<file path="config.mk">
export PLATFORM = sky130hd
export DESIGN_NAME = uart_rx
export DESIGN_NICKNAME = d
export VERILOG_FILES = /design/src/rtl/uart_rx.sv
export SDC_FILE = /design/constraint.sdc
export NUM_CORES = 1
export LEC_CHECK = 0
export CAP_MARGIN = 30
export CORE_MARGIN = 4
export CORE_UTILIZATION = 40
export CTS_CLUSTER_DIAMETER = 100
export DETAILED_ROUTE_END_ITERATION = 8
export PLACE_DENSITY_LB_ADDON = 0.3
export SLEW_MARGIN = 10
export SYNTH_ARGS = -nofsm -noshare
export SYNTH_HDL_FRONTEND = slang
export SYNTH_SLANG_ARGS = --single-unit
</file>
<file path="constraint.sdc">
create_clock -name clk -period 5.5 [get_ports clk]
set_clock_uncertainty 0.05 [all_clocks]
set_input_delay 0.55 -clock clk [delete_from_list [all_inputs] [get_ports clk]]
set_output_delay 0.55 -clock clk [all_outputs]
set_load 0.05 [all_outputs]
</file>
<file path="src/rtl/uart_rx.sv">
// 8N1 UART receiver: synchronises rx, samples each bit at mid-bit and queues
// received bytes in a show-ahead FIFO with sticky framing/overrun flags.
module uart_rx #(
    parameter int unsigned CmpVal    = 173,
    parameter int unsigned DataWidth = 8,
    parameter int unsigned Depth     = 16
) (
    input  logic                       clk,
    input  logic                       rst_n,
    input  logic                       rx,
    input  logic                       rx_pop,
    input  logic                       err_clr,
    output logic [DataWidth-1:0]       rx_data,
    output logic                       rx_valid,
    output logic [$clog2(Depth):0]     rx_count,
    output logic                       frame_err,
    output logic                       overrun,
    output logic                       busy
);

    localparam int unsigned AddrW   = $clog2(Depth);
    localparam int unsigned CntW    = $clog2(CmpVal);
    localparam int unsigned IdxW    = (DataWidth > 1) ? $clog2(DataWidth) : 1;
    localparam int unsigned HalfVal = CmpVal / 2;

    typedef enum logic [1:0] {
        Idle,
        Start,
        Data,
        Stop
    } stateT;

    stateT                 state;
    logic                  rxMeta;
    logic                  rxSync;
    logic                  rxDly;
    logic [CntW-1:0]       bitCnt;
    logic [IdxW-1:0]       bitIdx;
    logic [DataWidth-1:0]  shiftReg;
    logic [DataWidth-1:0]  mem [Depth];
    logic [AddrW:0]        wrPtr;
    logic [AddrW:0]        rdPtr;
    logic                  frameErrQ;
    logic                  overrunQ;

    logic fifoEmpty;
    logic fifoFull;
    logic popEn;
    logic stopHit;
    logic pushReq;
    logic pushEn;
    logic dropEn;
    logic badStop;

    // FIFO status and push/pop qualification
    always_comb begin
        fifoEmpty = (wrPtr == rdPtr);
        fifoFull  = (wrPtr[AddrW] != rdPtr[AddrW]) &&
                    (wrPtr[AddrW-1:0] == rdPtr[AddrW-1:0]);
        popEn     = rx_pop && !fifoEmpty;
        stopHit   = (state == Stop) && (bitCnt == CntW'(CmpVal - 1));
        pushReq   = stopHit && rxSync;
        badStop   = stopHit && !rxSync;
        pushEn    = pushReq && (!fifoFull || popEn);
        dropEn    = pushReq && fifoFull && !popEn;
    end

    assign rx_data   = fifoEmpty ? '0 : mem[rdPtr[AddrW-1:0]];
    assign rx_valid  = !fifoEmpty;
    assign rx_count  = wrPtr - rdPtr;
    assign frame_err = frameErrQ;
    assign overrun   = overrunQ;
    assign busy      = (state != Idle);

    // Two-flop synchroniser plus delayed copy for falling-edge detection
    always_ff @(posedge clk or negedge rst_n) begin
        if (!rst_n) begin
            rxMeta <= 1'b1;
            rxSync <= 1'b1;
            rxDly  <= 1'b1;
        end else begin
            rxMeta <= rx;
            rxSync <= rxMeta;
            rxDly  <= rxSync;
        end
    end

    always_ff @(posedge clk or negedge rst_n) begin
        if (!rst_n) begin
            state     <= Idle;
            bitCnt    <= '0;
            bitIdx    <= '0;
            shiftReg  <= '0;
            wrPtr     <= '0;
            rdPtr     <= '0;
            frameErrQ <= 1'b0;
            overrunQ  <= 1'b0;
        end else begin
            case (state)
                Idle: begin
                    if (rxDly && !rxSync) begin
                        state  <= Start;
                        bitCnt <= '0;
                    end
                end
                Start: begin
                    if (bitCnt == CntW'(HalfVal - 1)) begin
                        bitCnt <= '0;
                        bitIdx <= '0;
                        state  <= rxSync ? Idle : Data;
                    end else begin
                        bitCnt <= bitCnt + 1'b1;
                    end
                end
                Data: begin
                    if (bitCnt == CntW'(CmpVal - 1)) begin
                        bitCnt   <= '0;
                        shiftReg <= {rxSync, shiftReg[DataWidth-1:1]};
                        if (bitIdx == IdxW'(DataWidth - 1)) begin
                            state <= Stop;
                        end else begin
                            bitIdx <= bitIdx + 1'b1;
                        end
                    end else begin
                        bitCnt <= bitCnt + 1'b1;
                    end
                end
                Stop: begin
                    // Back to Idle on the sample edge so the next start edge is not missed
                    if (stopHit) begin
                        bitCnt <= '0;
                        state  <= Idle;
                    end else begin
                        bitCnt <= bitCnt + 1'b1;
                    end
                end
                default: state <= Idle;
            endcase

            if (pushEn) wrPtr <= wrPtr + 1'b1;
            if (popEn)  rdPtr <= rdPtr + 1'b1;

            frameErrQ <= badStop || (frameErrQ && !err_clr);
            overrunQ  <= dropEn  || (overrunQ  && !err_clr);
        end
    end

    // FIFO storage carries no reset; rx_data is masked while empty
    always_ff @(posedge clk) begin
        if (pushEn) mem[wrPtr[AddrW-1:0]] <= shiftReg;
    end

endmodule
</file>
==> results.ini <==
[final_layout]
num_antenna_cells = 0
synthToLayoutAreaGrowth_pct = 14.4
nFillCells = 1486
nNetsFinal = 446
design_area_um2 = 8050
drive_gt1_frac = 0.221
instances_no_fill = 664

[timing]
rsz0062_at_grt = no
setup_tns_ns = 0
timing.final.hold_violations = 0
final_max_slew_viol_count = 0
period_share = 0.724
setup_viol = 0
slew_headroom = 0.458
max_freq_mhz = 251
tightest_slew_ns = 0.813
min_period_ns = 3.98

[synthesis]
synth_edf_count = 128
yosys-top-cells-area = edfxtp_1 (55%), dfrtp_1 (12%), mux4_2 (10%), ha_1 (2.5%), mux2i_1 (2.3%)
yosys.cell_types.count = 59
ys_seq_area_frac = 0.675
ys_warn_count = 0
ys_ff_latch = 164
avgSynthCellArea_um2 = 17.7
synth_top_cell_by_area = edfxtp_1
async_reset_ff_frac = 0.220
synth_fp_nets = 417
synth-main-ff-cell = edfxtp_1
netlist.area_leader.share = 0.546
synth_cells = 397
syn_area_um2 = 7040

[global_route]
grt_usage = 0.147
grt_pass1_wl_um = 21900
antenna_found_initial = 0
overflow = 0
grt_pass1_vias = 3794
grt_max_degree = 37

[setup_path]
required_ns = 4.90
path_class = reg2out
cp_max_fo = 17
reg2reg_slack_ns = 2.31
arrival_ns = 3.38
end_kind = output pin
start_kind = register

[clock_tree]
post_cts_buffers = 0
cts_tree = yes
cts-buffers-inserted = 17
cts_sinks = 164
root_buffer = clkbuf_16
cts_buffer_depth = 2
cts-htree-levels = 4
clkTransAtPathRegs_ns = 0.06
clock_latency_ns = 0.42
ctsResizeCount = 0
hold_buffers = 0

[pwr]
seqPwrFrac = 0.392
p_switching_w = 0.00123
combPwrFrac = 0.287
clkPwrFrac = 0.321
intPower_w = 0.00253
p_per_area_nw_per_um2 = 467
leakagePower_nw = 3.12
swShare = 0.326
ir_worst_vdd_v = 0.000349

[place]
placed_cells = 632
gp_congestion = 0.765
dp_hpwl_um = 8920
port_buffers = 21
place_area_um2 = 7440

[floorplan]
start_util = 0.407
num_rows = 48
dieArea_um2 = 19800
ios = 22
die_height_um = 141
coreArea_um2 = 17300
die_w_um = 141

[detailed_routing]
wl_per_cell_um = 20.4
via_per_inst = 5.37
routed_wl_um = 13600
drt_iter0_markers = 213
vias = 3568
ant_nets = 0
drc_errors = 0
drt_first_pass_iters = 5

[worst_hold_path]
hp-class = in2async

[status]
status = completed

[run]
cap_violations = 0

==> synthesized netlist by cell type (all sizes together), types with 3 or more instances <==
| cell | n |
|---|---|
| a21oi | 4 |
| xnor2 | 8 |
| nand3 | 6 |
| and2 | 6 |
| buf | 11 |
| dfstp | 3 |
| xor2 | 5 |
| a22o | 4 |
| mux2i | 16 |
| nand2 | 20 |
| a21o | 3 |
| edfxtp | 128 |
| a211o | 3 |
| mux2 | 10 |
| dfrtp | 33 |
| inv | 19 |
| o22ai | 12 |
| nor2b | 4 |
| nor4 | 3 |
| and3 | 12 |
| ha | 14 |
| mux4 | 32 |
| nor2 | 8 |
| o21ai | 4 |
==> routing by layer <==
metal,up-vias,global-route usage,wire length [um]
met2,76,0.234,6570
met5,-,0,0
met1,1855,0.203,6260
li1,1622,-,-
met4,0,0.0474,165
met3,15,0.0309,568
==> power by group through the flow <==
stage / sequential [W] / combinational [W] / clock [W]
4_1_cts: 0.00148 / 0.00109 / 0.00122
3_5_place_dp: 0.00150 / 0.00109 / 0
5_1_grt: 0.00149 / 0.00116 / 0.00128
3_3_place_gp: 0.00150 / 0.00108 / 0
6_report: 0.00147 / 0.00108 / 0.00120
2_1_floorplan: 0.00144 / 0.000880 / 0
==> critical path, cell delays in order, from the launching register on <==
cell	delay, ns
dfrtp_1	0.42
inv_2	0.40
ha_1	0.38
and4_1	0.24
nand2_1	0.13
nand2_1	0.22
o22ai_1	0.31
clkdlybuf4s50_1	0.85
==> logic make-up after synthesis <==
| kind of cell | Yosys count | synth area share |
|---|---|---|
| adder cells (fa/ha/maj) | 15 | 0.0277 |
| multiplexers | 58 | 0.142 |
| XOR/XNOR | 13 | 0.0183 |
| flip-flops | 164 | 0.675 |
| AND/OR/NAND/NOR | 75 | 0.0701 |
| AO/OA/AOI/OAI | 40 | 0.0437 |
| buffers and inverters | 32 | 0.0235 |
==> registers in the layout (all words and copies together), names as in the netlist, named ones only <==
signal and count:
mem 128, overrun 1, bitCnt 8, bitIdx 3, rxMeta 1, rxSync 1
wrPtr 5, shiftReg 8, frame_err 1, state 1, rdPtr 5, rxDly 1
==> worst paths after layout <==
path	startpoint	endpoint	cells past startpoint
worst max register to register	rdPtr[2]$_DFFE_PN0P_	mem[2][6]$_DFFE_PP_	6
max in group asynchronous	rst_n	rdPtr[0]$_DFFE_PN0P_	1
min in group clk	rxMeta$_DFF_PN1_	rxSync$_DFF_PN1_	0
worst max-delay path	rdPtr[2]$_DFFE_PN0P_	rx_data[1]	7
worst min-delay path	rst_n	bitCnt[3]$_DFFE_PN0N_	1
worst min register to register	rxMeta$_DFF_PN1_	rxSync$_DFF_PN1_	0
==> cell usage in the layout (no fill, tap or decap), drive strengths merged, types with 4 or more instances in the layout <==
cell,instances
nor2b,4
mux4,32
a22o,4
inv,22
ha,14
nor2,8
clkbuf,18
dfrtp,33
nand3,6
xor2,5
mux2i,16
clkinv,8
mux2,10
clkdlybuf4s50,20
o21ai,4
and2,6
nand2,20
edfxtp,128
xnor2,8
and3,12
a21oi,4
o22ai,12
==> stage by stage <==
step	total power (W)	hold WS (ns)	utilization	setup slack, ns
finish	0.00376	0.177	0.465	1.52
global route	0.00394	0.237	0.465	1.34
CTS	0.00379	0.194	0.465	1.46
detailed placement	0.00259	0.299	0.430	1.93
global placement	0.00258	0.298	0.430	1.98
floorplan	0.00232	0.204	-	2.01
==> final cells by class <==
| type | count | area, um2 | area share |
|---|---|---|---|
| flip-flops and latches | 164 | 4750 | 0.590 |
| inverters | 19 | 71.3 | 0.00886 |
| clock buffers | 18 | 429 | 0.0533 |
| repair buffers | 23 | 220 | 0.0274 |
| clock inverters | 14 | 178 | 0.0221 |
| multi-input cells | 201 | 2120 | 0.264 |
| well taps | 225 | 282 | 0.0350 |
Power figures use the tool's default switching activity.
